## src/rtl/credential_entry.sv

```systemverilog
// Keypad credential collector: 4 username + 4 password nibbles, backspace/clear/consume.
// Optional idle auto-clear when ENTRY_TIMEOUT_EN is defined (TIMEOUT_CYCLES).
module credential_entry (
  input  logic       clk,
  input  logic       rst,
  input  logic [3:0] digitIn,
  input  logic       btnEnter,
  input  logic       btnBack,
  input  logic       btnClear,
  input  logic       resetCount,
  output logic [3:0] inputCount,
  output logic [3:0] userNameInput0,
  output logic [3:0] userNameInput1,
  output logic [3:0] userNameInput2,
  output logic [3:0] userNameInput3,
  output logic [3:0] passwordInput0,
  output logic [3:0] passwordInput1,
  output logic [3:0] passwordInput2,
  output logic [3:0] passwordInput3,
  output logic       passwordPhase,
  output logic       entryFull
);

  typedef enum logic [1:0] {
    EMPTY,
    USER,
    PASS,
    FULL
  } state_e;

  // bit order: {resetCount, btnClear, btnBack, btnEnter}
  logic [3:0] btn_s1_q, btn_s2_q, btn_prev_q;
  logic [3:0] dig_s1_q, dig_s2_q;
  logic [3:0] pulse;

  logic [7:0][3:0] slot_q, slot_d;
  logic [3:0]      cnt_q, cnt_d;
  state_e          state_q, state_d;
  logic [2:0]      back_idx;
  logic            tmo_fire;

  assign pulse    = btn_s2_q & ~btn_prev_q;
  assign back_idx = cnt_q[2:0] - 3'd1;

`ifdef ENTRY_TIMEOUT_EN
  parameter logic [31:0] TIMEOUT_CYCLES = 32'd500_000_000;

  logic [31:0] tmo_q, tmo_d;

  always_comb begin
    tmo_d    = tmo_q + 32'd1;
    tmo_fire = (cnt_q != 4'd0) && (tmo_q == TIMEOUT_CYCLES - 32'd1);
    if ((cnt_q == 4'd0) || (|pulse) || tmo_fire)
      tmo_d = '0;
  end

  always_ff @(posedge clk or posedge rst) begin
    if (rst) tmo_q <= '0;
    else     tmo_q <= tmo_d;
  end
`else
  assign tmo_fire = 1'b0;
`endif

  // Clear > Consume > Backspace > Enter; losers are dropped
  always_comb begin
    cnt_d  = cnt_q;
    slot_d = slot_q;
    if (pulse[2] || pulse[3] || tmo_fire) begin
      cnt_d  = '0;
      slot_d = '0;
    end else if (pulse[1]) begin
      if (cnt_q != 4'd0) begin
        cnt_d            = cnt_q - 4'd1;
        slot_d[back_idx] = '0;
      end
    end else if (pulse[0]) begin
      if (cnt_q < 4'd8) begin
        cnt_d              = cnt_q + 4'd1;
        slot_d[cnt_q[2:0]] = dig_s2_q;
      end
    end
  end

  always_comb begin
    state_d = FULL;
    if (cnt_d == 4'd0)     state_d = EMPTY;
    else if (cnt_d < 4'd4) state_d = USER;
    else if (cnt_d < 4'd8) state_d = PASS;
  end

  always_ff @(posedge clk or posedge rst) begin
    if (rst) begin
      btn_s1_q   <= '0;
      btn_s2_q   <= '0;
      btn_prev_q <= '0;
      dig_s1_q   <= '0;
      dig_s2_q   <= '0;
      slot_q     <= '0;
      cnt_q      <= '0;
      state_q    <= EMPTY;
    end else begin
      btn_s1_q   <= {resetCount, btnClear, btnBack, btnEnter};
      btn_s2_q   <= btn_s1_q;
      btn_prev_q <= btn_s2_q;
      dig_s1_q   <= digitIn;
      dig_s2_q   <= dig_s1_q;
      slot_q     <= slot_d;
      cnt_q      <= cnt_d;
      state_q    <= state_d;
    end
  end

  assign inputCount     = cnt_q;
  assign passwordPhase  = (state_q == PASS) || (state_q == FULL);
  assign entryFull      = (state_q == FULL);

  // first digit typed lands in userNameInput3
  assign userNameInput3 = slot_q[0];
  assign userNameInput2 = slot_q[1];
  assign userNameInput1 = slot_q[2];
  assign userNameInput0 = slot_q[3];
  assign passwordInput3 = slot_q[4];
  assign passwordInput2 = slot_q[5];
  assign passwordInput1 = slot_q[6];
  assign passwordInput0 = slot_q[7];

endmodule
```

## config.mk

```make
export PLATFORM = sky130hd
export DESIGN_NAME = credential_entry
export DESIGN_NICKNAME = d
export VERILOG_FILES = /design/src/rtl/credential_entry.sv
export SDC_FILE = /design/constraint.sdc
export NUM_CORES = 1
export LEC_CHECK = 0
export CAP_MARGIN = 20
export CORE_UTILIZATION = 40
export CTS_BUF_LIST = sky130_fd_sc_hd__clkbuf_4 sky130_fd_sc_hd__clkbuf_8
export CTS_CLUSTER_SIZE = 16
export DETAILED_ROUTE_END_ITERATION = 10
export GPL_ROUTABILITY_DRIVEN = 1
export HOLD_SLACK_MARGIN = 0.05
export PLACE_DENSITY = 0.67
export SLEW_MARGIN = 40
export SYNTH_ARGS = -nofsm -noshare
export SYNTH_HDL_FRONTEND = slang
export SYNTH_SLANG_ARGS = --single-unit
```

## constraint.sdc

```tcl
create_clock -name clk -period 5.92 [get_ports clk]
set_input_delay 1.184 -clock clk [delete_from_list [all_inputs] [get_ports clk]]
set_output_delay 1.184 -clock clk [all_outputs]
set_load 0.005 [all_outputs]
```

== Word-level counts from Yosys, hierarchy flattened ==
Cells that the tools add are included.
Word-level totals
  bits in registers: 58
  latch bits: 0
  logic and storage cells: 59
  memories kept: 0
  RAM bits: 0
  bits of input ports: 10
  ROM bits: 0
Operators by class
  multiplexer cells: 18
  $mul: 0
  order comparisons: 7
  bitwise logic cells: 4
  div/mod/pow operators: 0
  add/subtract/negate cells: 3
  eq/ne operators: 3
  reductions and logical operators: 9
  shift-type cells: 0
Operator list (number)
  two-way mux 32 bit: 5
  bitwise AND 32 bit: 1
  bitwise mux 32 bit: 1
  inverter 32 bit: 1
  two-way mux 4 bit: 7
  demux 4 bit (select 3 bit): 2
  less-than comparator 3 x 4 -> 1 bit (second input constant): 2
  less-than comparator 4 bit (second input constant): 2
  greater-or-equal comparator 3 x 1 -> 1 bit (second input constant): 2
  nonzero test 3 bit: 2
  adder 4 x 1 -> 4 bit (second input constant): 1
  bitwise AND 4 bit: 1
  equality test 2 bit (second input constant): 2
  logical NOT 4 bit: 1
  less-than comparator 4 x 3 -> 1 bit (second input constant): 1
  two-way mux 2 bit: 2
  inverter 4 bit: 1
  nonzero test 4 bit: 1
  subtractor 4 x 1 -> 4 bit (second input constant): 1
  != test 3 x 1 -> 1 bit (second input constant): 1
  AND reduction 3 bit: 1
  subtractor 3 x 1 -> 3 bit (second input constant): 1
  logical AND 1 bit: 2
  logical OR 1 bit: 2
  two-way mux 1 bit: 1

== Logic depth before layout (Yosys ltp) ==
  depth in word-level cells: 10
  depth in mapped cells: 9
  depth with buffers taken out: 7

== Worst setup path before layout ==
Ideal clock, no wire load.
  path kind: register to register
  start: reg cnt_q[1] (netlist: inputCount[1])
  end: reg slot_q (netlist bit passwordInput0[0])
  arrival time: 1.963 ns
  buffers on the path: 3
  cell stages (with the launch flop): 10
  slack: 3.836 ns
  required time: 5.799 ns
  cells stage by stage: dfrtp_1 clkbuf_1 inv_1 ha_1 clkbuf_1 a21o_1 clkbuf_1 a22oi_1 nor2_1 a22o_1
On the way
  longest elaborated chain between the ends: 10
  elaborated cells on any way between the ends: 24
RTL lines
  start, declared: line 37  | logic [3:0] cnt_q, cnt_d;
  start signal, assigned: line 109  | cnt_q <= cnt_d;
  subtractor 3 x 1 -> 3 bit: line 43  | assign back_idx = cnt_q[2:0] - 3'd1;
  less-than comparator 3 x 4 -> 1 bit (implied by the code) / greater-or-equal comparator 3 x 1 -> 1 bit (equally long branches): line 75  | slot_d[back_idx] = '0;
  logical AND 1 bit (implied by the code): line 75
  two-way mux 4 bit (implied by the code): line 75
  demux 4 bit (select 3 bit): line 75
  inverter 32 bit (no source line)
  bitwise AND 32 bit (no source line)
  two-way mux 32 bit: line 73  | if (cnt_q != 4'd0) begin
  two-way mux 32 bit: line 72  | end else if (pulse[1]) begin
  two-way mux 32 bit: line 69  | if (pulse[2] || pulse[3] || tmo_fire) begin
  end signal, assigned: line 108  | slot_q <= slot_d;
  end, declared: line 36  | logic [7:0][3:0] slot_q, slot_d;
Parallel ways exist; a longest one is shown, timed or not. The select of a mux whose other input is x is not followed.
A chain may end at the register's enable or synchronous reset.

== Worst setup path in the final report ==
  start: reg cnt_q[2] (netlist: inputCount[2])
  end: out inputCount[2]
RTL lines
  end, declared: line 11  | output logic [3:0] inputCount,
No word-level cell between the ends.

==> impl_metrics.py <==
metrics = {
    "run_status": {
        "status": "finished, final reports clean",
    },
    "synth": {
        "synth.mux.area_fraction": 0.00476,
        "yosys.area_share.simple": 0.118,
        "yosys_warnings": 0,
        "synth.net_count": 207,
        "yosys.area_share.adder": 0.0106,
        "synthXorXnorAreaFrac": 0.00741,
        "async_reset_ff_frac": 1.00,
        "synthesis.area_um2": 2360,
        "synth_compound_area_frac": 0.211,
        "yosysMostFrequentCell": "dfrtp_1",
        "synth_edf_count": 0,
        "synth_top_family_by_area": "compound AO/OA/AOI/OAI gates",
        "synth_flop_cell": "dfrtp_1",
        "synth_area_per_cell_um2": 12.1,
        "ys_seq_area_frac": 0.614,
        "synthTopCellsByArea": "dfrtp_1 61%, a22o_1 12%, nor2_1 2.7%, o311ai_0 1.5%, a22oi_1 1.3%",
        "syn_inst": 195,
        "synth_top_area_cell": "dfrtp_1",
        "synth_seq_cells": 58,
        "synth_top_area_share": 0.614,
        "synthDistinctLibCells": 40,
        "synth_commonest_cells": "58 x dfrtp_1, 32 x a22o_1, 17 x nor2_1, 8 x nand2_1, 7 x clkbuf_1",
    },
    "clock_network": {
        "tritoncts": "done",
        "max-clock-path-buffers": 2,
        "post-cts-setup-buffer-count": 0,
        "cts.sinks": 58,
        "clkLatencyLatePin_ns": 0.33,
        "cts-resized-gates": 0,
        "cts.clk_slew.worst_paths_ns": 0.06,
        "htreeDepth": 3,
        "cts_hold_buffers": 0,
        "cts_root_buffer": "clkbuf_8",
        "cts_buffers": 9,
    },
    "drt": {
        "route.detailed.drc": 0,
        "drt-pass1-iter-count": 4,
        "drt-initial-drc-count": 142,
        "postRouteAntennaNets": 0,
        "routed_via_density": 5.41,
        "wirelength_um": 5200,
        "wl_per_cell_um": 16.4,
        "via_count": 1715,
    },
    "worst_setup_path": {
        "cp-start-kind": "flop",
        "cp-end-kind": "output port",
        "slowest_delay_ns": 0.66,
        "worstSetupPathType": "flop to output port",
        "path_max_fanout": 17,
        "crit_buf_inv": 1,
        "crit_required_ns": 4.74,
        "cp_top_family": "flip-flops",
        "r2r_slack_ns": 3.57,
        "worst_path_max_delay_cell": "dfrtp_1",
        "arrival_ns": 1.59,
        "crit_chain": "clkdlybuf4s50_1",
    },
    "die": {
        "die_w_um": 78.9,
        "die_area_um2": 6220,
        "io_pins": 48,
        "rows": 27,
        "start_util": 0.422,
        "core_um2": 5610,
        "fp.dieH_um": 78.9,
    },
    "global_route": {
        "grt_start_max_net_pins": 59,
        "grt_pass1_vias": 1746,
        "track_usage": 0.188,
        "grt_first_pass_wirelength_um": 8750,
        "overflow": 0,
        "antenna_found_initial": 0,
    },
    "power": {
        "seqPwrFrac": 0.435,
        "p_sw_uw": 297,
        "p_int_uw": 758,
        "p_sw_frac": 0.282,
        "ir_drop_mv": 0.182,
        "clkPwrFrac": 0.383,
        "leakagePower_uw": 0.00137,
        "combPwrFrac": 0.182,
        "power.density_nw_per_um2": 340,
    },
    "sta": {
        "setup_viol": 0,
        "finClkSkew_ns": 0.00858,
        "worst_slew_pin_slew_ns": 0.796,
        "rsz0062_at_grt": "no",
        "fin_crit_ns": 2.77,
        "fin_crit_sh": 0.468,
        "maxSlewViolCount": 0,
        "hold_viol": 0,
        "max_freq_mhz": 361,
        "setup_tns_ns": 0,
        "relSlewSlack": 0.468,
    },
    "worst_hold_path": {
        "hp-class": "flop to flop",
    },
    "placement": {
        "portBuffers": 47,
        "hpwl_um": 3390,
        "place.gp.congestion": 0.866,
    },
    "layout": {
        "drive_above_1_share": 0.0980,
        "diodes": 0,
        "area_delta_synth_final_pct": 31.1,
        "fin_nets": 252,
        "final_util": 0.553,
    },
    "job": {
        "cap_violations": 0,
    },
}
## worst paths after layout
kind,start,to,depth (start not counted)
hold reg to reg,btn_s1_q[2],btn_s2_q[2],0
max in group asynchronous,rst,userNameInput0[1],3
hold / removal,btn_s1_q[2],btn_s2_q[2],0
setup reg to reg,inputCount[0],userNameInput0[2],6
setup / recovery,inputCount[2],inputCount[2],1
min in group asynchronous,rst,btn_s2_q[1],3
## layout by cell type, fill, tap and decap left out, types with 3 or more instances in the layout
master           instances
dfrtp_1                 58
clkdlybuf4s50_1         47
a22o_1                  32
nor2_1                  17
clkbuf_8                10
nand2_1                  8
o21ai_0                  5
inv_1                    4
o311ai_0                 4
nor2b_1                  4
nand3_1                  4
a22oi_1                  4
nand2b_1                 3
or3_1                    3
a21oi_1                  3
a31oi_1                  3
## layer usage
metal / vias to the layer above / routed length (um) / GRT usage
li1: 811 / - / -
met4: 0 / 40 / 0.0545
met3: 7 / 211 / 0.0586
met1: 845 / 2520 / 0.255
met2: 52 / 2440 / 0.292
met5: - / 0 / 0
## power by group through the flow
| stage | registers, uW | clock network (uW) | logic [uW] |
|---|---|---|---|
| 6_report | 458 | 404 | 192 |
| 4_1_cts | 458 | 411 | 192 |
| 5_1_grt | 463 | 431 | 211 |
| 3_3_place_gp | 464 | 0 | 186 |
| 3_5_place_dp | 465 | 0 | 190 |
| 2_1_floorplan | 442 | 0 | 142 |
## cell type report
type / count / area [um2]
Fill cell: 525 / 2510
Sequential cell: 58 / 1450
Multi-Input combinational cell: 118 / 838
Timing Repair Buffer: 48 / 478
Clock buffer: 11 / 145
Tap cell: 72 / 90.1
Clock inverter: 5 / 77.6
Inverter: 5 / 18.8
## stage by stage
stage	instances	setup WS [ns]	hold WS, ns	area [um2]	total power (uW)
after floorplan	195	3.31	0.331	2360	585
after global placement	301	3.52	0.331	2870	650
after detailed placement	301	3.50	0.336	2880	654
after CTS	317	3.14	0.351	3100	1060
after global routing	317	3.07	0.354	3100	1110
final	317	3.15	0.348	3100	1050
## kinds of logic after synthesis
group	Yosys count
flip-flops	58
AO/OA/AOI/OAI	63
adder cells (fa/ha/maj)	2
AND/OR/NAND/NOR	50
XOR/XNOR	2
buffers and inverters	19
multiplexers	1
Power figures use the tool's default switching activity.
